## config.mk

```make
export PLATFORM = sky130hd
export DESIGN_NAME = bit_serializer
export DESIGN_NICKNAME = d
export VERILOG_FILES = /design/src/rtl/bit_serializer_pkg.sv /design/src/rtl/bit_serializer_shreg.sv /design/src/rtl/bit_serializer.sv
export SDC_FILE = /design/constraint.sdc
export NUM_CORES = 1
export LEC_CHECK = 0
export ABC_AREA = 1
export CAP_MARGIN = 5
export CORE_MARGIN = 5
export CORE_UTILIZATION = 54
export DETAILED_ROUTE_END_ITERATION = 6
export GPL_TIMING_DRIVEN = 0
export PLACE_DENSITY = 0.79
export SLEW_MARGIN = 20
export SYNTH_ARGS = -nofsm -noshare
export SYNTH_HDL_FRONTEND = slang
export SYNTH_HIERARCHICAL = 1
export SYNTH_SLANG_ARGS = --single-unit
export TNS_END_PERCENT = 30
```

## constraint.sdc

```tcl
create_clock -name clk -period 2.87 [get_ports clk]
set_clock_uncertainty 0.2 [all_clocks]
set_input_delay 0.287 -clock clk [delete_from_list [all_inputs] [get_ports clk]]
set_output_delay 0.287 -clock clk [all_outputs]
set_load 0.03 [all_outputs]
```

## src/rtl/bit_serializer_pkg.sv

```systemverilog
// Shared definitions for the bit_serializer block: FSM state encoding and counter sizing.
package bit_serializer_pkg;

  localparam int unsigned STATE_W = 2;

  typedef enum logic [STATE_W-1:0] {
    ST_IDLE   = 2'd0,
    ST_SHIFT  = 2'd1,
    ST_PARITY = 2'd2
  } state_e;

  // Bit counter must hold 0..width without wrapping.
  function automatic int unsigned cnt_width(input int unsigned width);
    return $clog2(width + 1);
  endfunction

endpackage

```

## src/rtl/bit_serializer_shreg.sv

```systemverilog
// Loadable shift register; shift direction set by MSB_FIRST.
// With BIT_SERIALIZER_PARITY_EN it also latches the even parity of the loaded word.
module bit_serializer_shreg
  import bit_serializer_pkg::*;
#(
  parameter int unsigned WIDTH     = 8,
  parameter bit          MSB_FIRST = 1'b1
) (
  input  logic             clk,
  input  logic             reset,
  input  logic             load_i,
  input  logic [WIDTH-1:0] data_i,
  input  logic             shift_i,
  output logic             head_o
`ifdef BIT_SERIALIZER_PARITY_EN
  ,
  output logic             parity_o
`endif
);

  logic [WIDTH-1:0] sh_q, sh_d;

  // Load wins over shift so a back-to-back reload replaces the drained word.
  always_comb begin
    sh_d = sh_q;
    if (load_i) begin
      sh_d = data_i;
    end else if (shift_i) begin
      if (MSB_FIRST) begin
        sh_d = {sh_q[WIDTH-2:0], 1'b0};
      end else begin
        sh_d = {1'b0, sh_q[WIDTH-1:1]};
      end
    end
  end

  always_ff @(posedge clk or posedge reset) begin
    if (reset) begin
      sh_q <= '0;
    end else begin
      sh_q <= sh_d;
    end
  end

  assign head_o = MSB_FIRST ? sh_q[WIDTH-1] : sh_q[0];

`ifdef BIT_SERIALIZER_PARITY_EN
  logic par_q;

  always_ff @(posedge clk or posedge reset) begin
    if (reset) begin
      par_q <= 1'b0;
    end else if (load_i) begin
      par_q <= ^data_i;
    end
  end

  assign parity_o = par_q;
`endif

endmodule

```

## src/rtl/bit_serializer.sv

```systemverilog
// Parallel-to-serial transmitter with valid/ready on both sides.
// Define BIT_SERIALIZER_PARITY_EN to append an even-parity bit to every frame.
module bit_serializer
  import bit_serializer_pkg::*;
#(
  parameter int unsigned WIDTH     = 8,
  parameter bit          MSB_FIRST = 1'b1
) (
  input  logic             clk,
  input  logic             reset,
  input  logic [WIDTH-1:0] in_byte,
  input  logic             in_valid,
  output logic             in_ready,
  output logic             out_bit,
  output logic             out_valid,
  input  logic             out_ready,
  output logic             out_last
);

  localparam int unsigned      CNT_W    = cnt_width(WIDTH);
  localparam logic [CNT_W-1:0] LAST_IDX = CNT_W'(WIDTH - 1);

  state_e           state_q, state_d;
  logic [CNT_W-1:0] cnt_q, cnt_d;
  logic             out_valid_q, out_valid_d;
  logic             out_last_q, out_last_d;
  logic             out_hs, final_hs, load, shift, head;

  assign out_hs = out_valid_q & out_ready;

`ifdef BIT_SERIALIZER_PARITY_EN
  logic par_bit;
  assign final_hs = out_hs & (state_q == ST_PARITY);
`else
  assign final_hs = out_hs & (state_q == ST_SHIFT) & (cnt_q == LAST_IDX);
`endif

  // Combinational out_ready -> in_ready path lets frames run back-to-back.
  assign in_ready = ~reset & ((state_q == ST_IDLE) | final_hs);
  assign load     = in_valid & in_ready;
  assign shift    = out_hs & (state_q == ST_SHIFT);

  bit_serializer_shreg #(
    .WIDTH    (WIDTH),
    .MSB_FIRST(MSB_FIRST)
  ) u_shreg (
    .clk     (clk),
    .reset   (reset),
    .load_i  (load),
    .data_i  (in_byte),
    .shift_i (shift),
    .head_o  (head)
`ifdef BIT_SERIALIZER_PARITY_EN
    ,
    .parity_o(par_bit)
`endif
  );

  // Next-state, counter and registered output flags.
  always_comb begin
    state_d     = state_q;
    cnt_d       = cnt_q;
    out_valid_d = 1'b0;
    out_last_d  = 1'b0;

    case (state_q)
      ST_IDLE: begin
        if (load) begin
          state_d = ST_SHIFT;
          cnt_d   = '0;
        end
      end
      ST_SHIFT: begin
        if (shift) begin
          cnt_d = cnt_q + CNT_W'(1);
          if (cnt_q == LAST_IDX) begin
`ifdef BIT_SERIALIZER_PARITY_EN
            state_d = ST_PARITY;
`else
            if (load) begin
              cnt_d = '0;
            end else begin
              state_d = ST_IDLE;
            end
`endif
          end
        end
      end
`ifdef BIT_SERIALIZER_PARITY_EN
      ST_PARITY: begin
        if (out_hs) begin
          if (load) begin
            state_d = ST_SHIFT;
            cnt_d   = '0;
          end else begin
            state_d = ST_IDLE;
          end
        end
      end
`endif
      default: begin
        state_d = ST_IDLE;
      end
    endcase

    out_valid_d = (state_d != ST_IDLE);
`ifdef BIT_SERIALIZER_PARITY_EN
    out_last_d  = (state_d == ST_PARITY);
`else
    out_last_d  = (state_d == ST_SHIFT) && (cnt_d == LAST_IDX);
`endif
  end

  always_ff @(posedge clk or posedge reset) begin
    if (reset) begin
      state_q     <= ST_IDLE;
      cnt_q       <= '0;
      out_valid_q <= 1'b0;
      out_last_q  <= 1'b0;
    end else begin
      state_q     <= state_d;
      cnt_q       <= cnt_d;
      out_valid_q <= out_valid_d;
      out_last_q  <= out_last_d;
    end
  end

  assign out_valid = out_valid_q;
  assign out_last  = out_last_q;

`ifdef BIT_SERIALIZER_PARITY_EN
  assign out_bit = (state_q == ST_PARITY) ? par_bit : head;
`else
  assign out_bit = head;
`endif

endmodule

```

== Yosys cells after proc, flatten, opt, wreduce, memory -nomap -nowiden ==
Index checks and enable logic that the tools add are counted.
Widths: inputs -> output; s select.
Word-level totals
  word-level logic and storage cells: 33
  input port bits: 12
  register bits: 16
Operators by class
  mux-type cells: 12
  reduce and logical (&&, ||, !) cells: 4
  add/subtract/negate cells: 1
  equal/unequal tests: 4
  bitwise operators: 7
Operators by type and width (count)
  $mux 4: 4
  $mux 8: 2
  $eq 4x3->1 const B: 2
  $mux 2: 4
  $pmux 4 s2: 1
  $and 1x1->1: 5
  $add 4x1->4 const B: 1
  $eq 2x1->1 const B: 2
  $pmux 2 s2: 1
  $reduce_bool 2->1: 2
  $logic_not 2->1: 1
  $logic_and 1x1->1: 1
  $not 1->1: 1
  $or 1x1->1: 1

== Logic depth before layout (Yosys ltp) ==
Gate-level depths: netlist of run 1.
  depth in word-level cells: 12
  depth in mapped cells: 11
  depth with buffers taken out: 11

== By module ==
The synthesis of run 1 kept the hierarchy.
By module, submodules not included
  bit_serializer: area an instance 531.8 um^2, times used 1, cells each 68
  bit_serializer_shreg: area an instance 380.4 um^2, times used 1, cells each 44

== Least setup slack after synthesis of run 1 ==
OpenSTA, ideal clock, no wires.
  path kind: reg-to-reg
  from: register out_valid_q, in the netlist out_valid
  to: register u_shreg.sh_q[7]
  path buffers: 1
  library setup time: 0.125 ns
  setup slack: 0.715 ns
  clock period less this slack: 2.155 ns
  arrival time: 1.831 ns
  cell stages (with the launch flop): 11
  required time: 2.545 ns
  path through: dfrtp_1 > nand2_2 > nor2_8 > nand2_2 > a21oi_2 > nand2_1 > inv_1 > buf_6 > inv_2 > nand3_1 > nand3_1
On the way
  cells in the longest elaborated chain, start to end: 7
  elaborated cells on any way between the ends: 8
Ends and longest elaborated chain
  start: declaration: RTL line bit_serializer.sv:25  | logic out_valid_q, out_valid_d;
  start signal: assignment: RTL line bit_serializer.sv:123  | out_valid_q <= out_valid_d;
  $and 1x1->1 *: RTL line bit_serializer.sv:29  | assign out_hs = out_valid_q & out_ready;
  $and 1x1->1 *: RTL line bit_serializer.sv:41  | assign shift = out_hs & (state_q == ST_SHIFT);
  via shift: RTL line bit_serializer.sv:27  | logic out_hs, final_hs, load, shift, head;
  $and 1x1->1 *: RTL line bit_serializer.sv:35  | assign final_hs = out_hs & (state_q == ST_SHIFT) & (cnt_q == LAST_IDX);
  $or 1x1->1 *: RTL line bit_serializer.sv:39  | assign in_ready = ~reset & ((state_q == ST_IDLE) | final_hs);
  $and 1x1->1 *: RTL line bit_serializer.sv:39
  via in_ready: RTL line bit_serializer.sv:13  | output logic in_ready,
  $and 1x1->1 *: RTL line bit_serializer.sv:40  | assign load = in_valid & in_ready;
  via load: RTL line bit_serializer.sv:27
  $mux 8 or $reduce_bool 2->1 (tied branches)
  end signal: assignment: RTL line bit_serializer_shreg.sv:39  | sh_q <= '0;
  end signal: assignment: RTL line bit_serializer_shreg.sv:41  | sh_q <= sh_d;
  end: declaration: RTL line bit_serializer_shreg.sv:21  | logic [WIDTH-1:0] sh_q, sh_d;
The timed path passes the listed nets; every way through them passes the cells marked *.
A chain may end at the register's enable or synchronous reset.

== Final worst setup path of run 1 ==
  from: register cnt_q[0]
  to: output in_ready
On the way
  cells in the longest elaborated chain, start to end: 4
Ends and longest elaborated chain
  start: declaration: RTL line bit_serializer.sv:24  | logic [CNT_W-1:0] cnt_q, cnt_d;
  start signal: assignment: RTL line bit_serializer.sv:122  | cnt_q <= cnt_d;
  $eq 4x3->1: RTL line bit_serializer.sv:35
  $and 1x1->1: RTL line bit_serializer.sv:35
  $or 1x1->1: RTL line bit_serializer.sv:39
  $and 1x1->1: RTL line bit_serializer.sv:39
  end: declaration: RTL line bit_serializer.sv:13
No other way between the ends.

==> results of run 1 <==
where the power goes:
group,switching (uW),internal [uW]
clock,72.3,48.8
combinational,60.4,46.9
sequential,21.5,257
sequential cells by signal (all words and copies together) (netlist names):
register,cells
u_shreg/sh_q,8
cnt_q,4
state_q,2
out_last,1
out_valid,1
metal layers:
| layer | vias to the layer above | share of wire | track usage | wire length, um |
|---|---|---|---|---|
| met3 | 2 | 0.051 | 0.0378 | 100 |
| met4 | 0 | 0.0061 | 0.0538 | 12 |
| met1 | 350 | 0.45 | 0.238 | 881 |
| met5 | - | 0 | 0 | 0 |
| li1 | 389 | - | - | - |
| met2 | 18 | 0.50 | 0.292 | 982 |
metrics by stage:
step | std cells | util
6_report | 146 | 0.709
5_1_grt | 146 | 0.709
4_1_cts | 146 | 0.709
3_5_place_dp | 143 | 0.694
3_3_place_gp | 143 | 0.694
2_1_floorplan | 112 | -
cell usage after synthesis:
cell type	instances	share of area
nand2_1	29	0.12
inv_1	17	0.070
inv_2	2	0.0082
nor2_4	1	0.012
xor2_1	1	0.0096
nor2_8	2	0.044
o21ai_0	5	0.027
nand2_4	1	0.012
a21o_1	1	0.0082
ha_1	1	0.014
a21oi_2	2	0.019
nand4_1	1	0.0069
o221ai_1	1	0.0096
nand2_2	5	0.034
buf_4	1	0.0082
nand3_1	15	0.082
nand4_2	1	0.014
buf_6	1	0.012
dfrtp_1	16	0.44
nor2_2	1	0.0069
a21oi_1	1	0.0055
nand3_2	1	0.011
clkinv_1	1	0.0041
conb_1	1	0.0041
o21ai_1	1	0.0055
nor2_1	3	0.012
layout make-up:
cell class              instances  area share
flip-flops and latches         16       0.362
well taps                      16      0.0181
plain buffers                   2      0.0170
inverters                      20      0.0680
multi-input cells              74       0.378
repair buffers                 15       0.136
clock buffers                   3      0.0204
placed cells by master, fill, tap and decap left out, types with 2 or more instances in the layout:
cell type	instances
nand2_2	5
nand3_1	15
inv_1	17
nand2_1	29
dfrtp_1	16
o21ai_0	5
clkbuf_4	3
a21oi_2	2
nor2_8	2
clkdlybuf4s50_1	15
inv_2	2
nor2_1	3
worst min path at each step:
| stage | slack [ps] | depth (start not counted) | end | startpoint |
|---|---|---|---|---|
| after detailed placement | 270 | 2 | u_shreg/sh_q[7] | u_shreg/sh_q[7] |
| final | 130 | 2 | u_shreg/sh_q[2] | reset |
| after CTS | 140 | 2 | u_shreg/sh_q[6] | reset |
| after global placement | 260 | 2 | u_shreg/sh_q[0] | u_shreg/sh_q[0] |
| after floorplan | -100 | 1 | u_shreg/sh_q[0] | reset |
| after global routing | 170 | 2 | u_shreg/sh_q[2] | reset |
logic make-up after synthesis:
family / synth area share
flops: 0.439
other cells: 0.00411
fa+ha+maj: 0.0137
compound gates: 0.0754
buf+inv: 0.103
xor+xnor: 0.00960
simple gates: 0.355
==> metrics.yaml, run 1 <==
syn_area_um2: 912
fmax_mhz: 386
fillers: 141
viasPerCell: 5.20
synth_nets: 125
hold_buffers: 0
tns_ps: 0
post_cts.repair.setup_buffers: 0
multi_input_area_um2: 418
die_y_um: 51.1
cap_violations: 0
clk_latency_ps: 290
grt_pass1_vias: 767
min-delay-path-class: "primary input to asynchronous set/reset pin"
crit_start: "cnt_q[0]"
drt_iter0_drc: 19
reg2reg_to: "u_shreg/sh_q[6]"
initial_utilization: 0.585
syn_inst: 112
finalWirelength_um: 1980
grt_pass1_wl_um: 3520
placed_area_mm2: 0.00108
dp_hpwl_um: 1580
drv_slew: 0
worstSetupPathType: "register to output port"
wl_per_cell_um: 13.5
portBuffers: 15
grt_max_degree: 11
postCtsResizedCells: 0
cp_slowest_cell: "clkdlybuf4s50_1"
syn_to_final_growth_pct: 21.1
required_ps: 2380
path_depth: 6
startpoint_type: "register"
crit_path_cell_trace: "ha_1 > nand2_2 > nor2_4 > nand2_2 > a21oi_2 > clkdlybuf4s50_1"
setup_ws_ps: 280
cpPeakStageDelay_ps: 690
finalSetupViolCount: 0
fin_total_pwr_uw: 507
antenna_found_initial: 0
min_period_over_period: 0.902
r2r_start: "cnt_q[0]"
gr-total-overflow: 0
ys_warn_count: 6
cts.sinks: 16
hold_violations: 0
cts.clk_slew.worst_paths_ps: 100
power.density_mw_per_mm2: 459
cts_buffer_depth: 2
ff2ff_path_depth: 11
power_leakage_uw: 0.000606
synth_area_per_cell_um2: 8.14
diodes: 0
routed-via-count: 759
fp-row-count: 14
ios: 16
globalplace.congestion: 0.835
cp-endpoint: "in_ready"
cp.arrival_ps: 2100
reg2reg_slack_ps: 790
die_x_um: 51.1
crit_buf_inv: 1
drt_first_pass_iters: 4
layout-drive-gt1-share: 0.162
pre_cts_slack_ps: 394
route.detailed.drc: 0
final_area_mm2: 0.00110
layout_min_cycle_time_ps: 2590
cts-root-buf: "clkbuf_4"
timing.critical_path.to_type: "output port"
crit_fanout: 5
cts_tree: "done"
grt_use_total: 0.179
die_area_mm2: 0.00261
cts_inserted_buffers: 3
fin_hold_ws_ps: 130
grt_setup_unrepaired: "no"
yosys.cell_types.count: 26
synth_seq_area_share: 0.439
ys_ff_latch: 16
core_mm2: 0.00156
ant_nets: 0
htreeDepth: 1
crit_family: "buffers and inverters"
path_common_cell: "nand2_2"
status: "complete, no violations"
regArea_um2: 400
peakVddDrop_uv: 289
nets: 145
(Power assumes the default switching activity.)
==> inputs of run 2 (changes only) <==
--- a/config.mk
+++ b/config.mk
@@ -7,12 +7,11 @@
 export LEC_CHECK = 0
 export ABC_AREA = 1
 export CAP_MARGIN = 5
-export CORE_MARGIN = 5
+export CORE_MARGIN = 4
 export CORE_UTILIZATION = 54
 export DETAILED_ROUTE_END_ITERATION = 6
 export GPL_TIMING_DRIVEN = 0
 export PLACE_DENSITY = 0.79
-export SLEW_MARGIN = 20
 export SYNTH_ARGS = -nofsm -noshare
 export SYNTH_HDL_FRONTEND = slang
 export SYNTH_HIERARCHICAL = 1
==> run 2 against run 1 <==
Die area fell by 7.7%. Via count did not move. Largest power group unchanged. Largest cell class unchanged. Combinational power barely moved. Sequential power barely moved. Flip-flop and latch count did not move. Sequential share of layout area fell by 0.45 points. Total power rose by 4.5%. Critical path depth did not move. Clock-buffer cell count rose by 1. Worst hold slack improved by 8.2 ps. First-iteration DRC count rose by 26%. Fmax rose by 1.4%.
==> metrics.yaml, run 2 (synthesized netlist as in run 1, its figures left out) <==
status: "complete, no violations"
gr-total-overflow: 0  # unchanged
grt_pass1_vias: 694  # -9.5%
ios: 16  # unchanged
worstSetupPathType: "register to output port"
setup_ws_ps: 315  # +34.9 ps
cap_violations: 0  # unchanged
hold_violations: 0  # unchanged
reg2reg_slack_ps: 860  # +70 ps
placed_area_mm2: 0.00108  # unchanged
pre_cts_slack_ps: 402  # +7.85 ps
diodes: 0  # unchanged
cts_buffer_depth: 2  # unchanged
die_area_mm2: 0.00241  # -7.7%
cts_tree: "done"
cts.sinks: 16  # unchanged
required_ps: 2380  # about the same
timing.critical_path.to_type: "output port"
cp.arrival_ps: 2070  # -30 ps
postCtsResizedCells: 0  # unchanged
die_x_um: 49.1  # -3.9%
route.detailed.drc: 0  # unchanged
min-delay-path-class: "primary input to asynchronous set/reset pin"
layout-drive-gt1-share: 0.168  # +0.00640
layout_common_cells: "nand2_1 (29), inv_1 (17), dfrtp_1 (16), nand3_1 (15), clkdlybuf4s50_1 (15)"
regArea_um2: 400  # unchanged
min_period_over_period: 0.890  # -0.0122
tns_ps: 0  # unchanged
hold_buffers: 0  # unchanged
grt_setup_unrepaired: "no"
fmax_mhz: 391  # +1.4%
grt_use_total: 0.159  # -0.0194
grt_max_degree: 11  # unchanged
cts_inserted_buffers: 3  # unchanged
peakVddDrop_uv: 390  # +35%
drt_iter0_drc: 24  # +5
syn_to_final_growth_pct: 22.6
fillers: 126  # -11%
dp_hpwl_um: 1380  # -12%
power.density_mw_per_mm2: 473  # +3.2%
viasPerCell: 5.16  # -0.68%
clk_latency_ps: 280  # about the same
layout_min_cycle_time_ps: 2550  # -34.9 ps
regMostFlops: "u_shreg/sh_q"
startpoint_type: "register"
final_common_cell: "nand2_1"
dp_cells: 143  # unchanged
nets: 145  # unchanged
crit_fanout: 5  # unchanged
largest_reg_flops: 8  # unchanged
finalWirelength_um: 1750  # -12%
drv_slew: 0  # unchanged
initial_utilization: 0.585  # unchanged
power_leakage_uw: 0.000613  # +1.2%
routed-via-count: 759  # unchanged
reg_top3: "u_shreg/sh_q: 8 flops, cnt_q: 4 flops, state_q: 2 flops"
cts-root-buf: "clkbuf_4"
cts.clk_slew.worst_paths_ps: 90  # about the same
finalSetupViolCount: 0  # unchanged
htreeDepth: 1  # unchanged
fp-row-count: 14  # unchanged
die_y_um: 49.1  # -3.9%
post_cts.repair.setup_buffers: 0  # unchanged
grt_pass1_wl_um: 3020  # -14%
instances_no_fill: 147  # +0.68%
wl_per_cell_um: 11.9  # -12%
portBuffers: 15  # unchanged
final_area_mm2: 0.00112  # +1.2%
antenna_found_initial: 0  # unchanged
core_mm2: 0.00156  # unchanged
multi_input_area_um2: 418  # unchanged
ant_nets: 0  # unchanged
globalplace.congestion: 0.817  # -2.2%
drt_first_pass_iters: 4  # unchanged
run 2: through the flow:
| stage | util | hold WS [ps] | power (uW) |
|---|---|---|---|
| after global routing | 0.717 | 196 | 564 |
| final | 0.717 | 138 | 529 |
| after CTS | 0.717 | 141 | 534 |
| after floorplan | - | -97.3 | 345 |
| after detailed placement | 0.694 | 263 | 387 |
| after global placement | 0.694 | 259 | 382 |
run 2: final cells by class:
type,instances,area share
multi-input cells,74,0.374
flip-flops and latches,16,0.358
repair buffers,15,0.134
inverters,20,0.0671
clock buffers,4,0.0324
well taps,16,0.0179
plain buffers,2,0.0168
run 2: per-layer routing:
layer | GRT usage | up-vias | share of wire
met5 | 0 | - | 0
met4 | 0.0284 | 0 | 0
met3 | 0.0398 | 0 | 0.041
met2 | 0.250 | 16 | 0.47
met1 | 0.223 | 355 | 0.49
li1 | - | 388 | -
run 2: final timing paths:
path,end,from,cells past startpoint
min in group clk,u_shreg/sh_q[0],u_shreg/sh_q[0],2
worst min register to register,u_shreg/sh_q[0],u_shreg/sh_q[0],2
worst min-delay path,u_shreg/sh_q[3],reset,2
max in group asynchronous,state_q[0],reset,2
worst max-delay path,in_ready,cnt_q[0],6
worst max register to register,u_shreg/sh_q[2],cnt_q[0],11
run 2: where the power goes:
group | leakage (uW) | switching [uW] | internal, uW
sequential | 0.000207 | 19.9 | 257
combinational | 0.000385 | 58.5 | 47.0
clock | 0.0000210 | 70.2 | 77.1
run 2: critical path, cell delays in order, from the launching register on:
cell and delay, ps:
dfrtp_1 430, ha_1 210, nand2_2 90, nor2_4 110
nand2_2 90, a21oi_2 160, clkdlybuf4s50_1 690
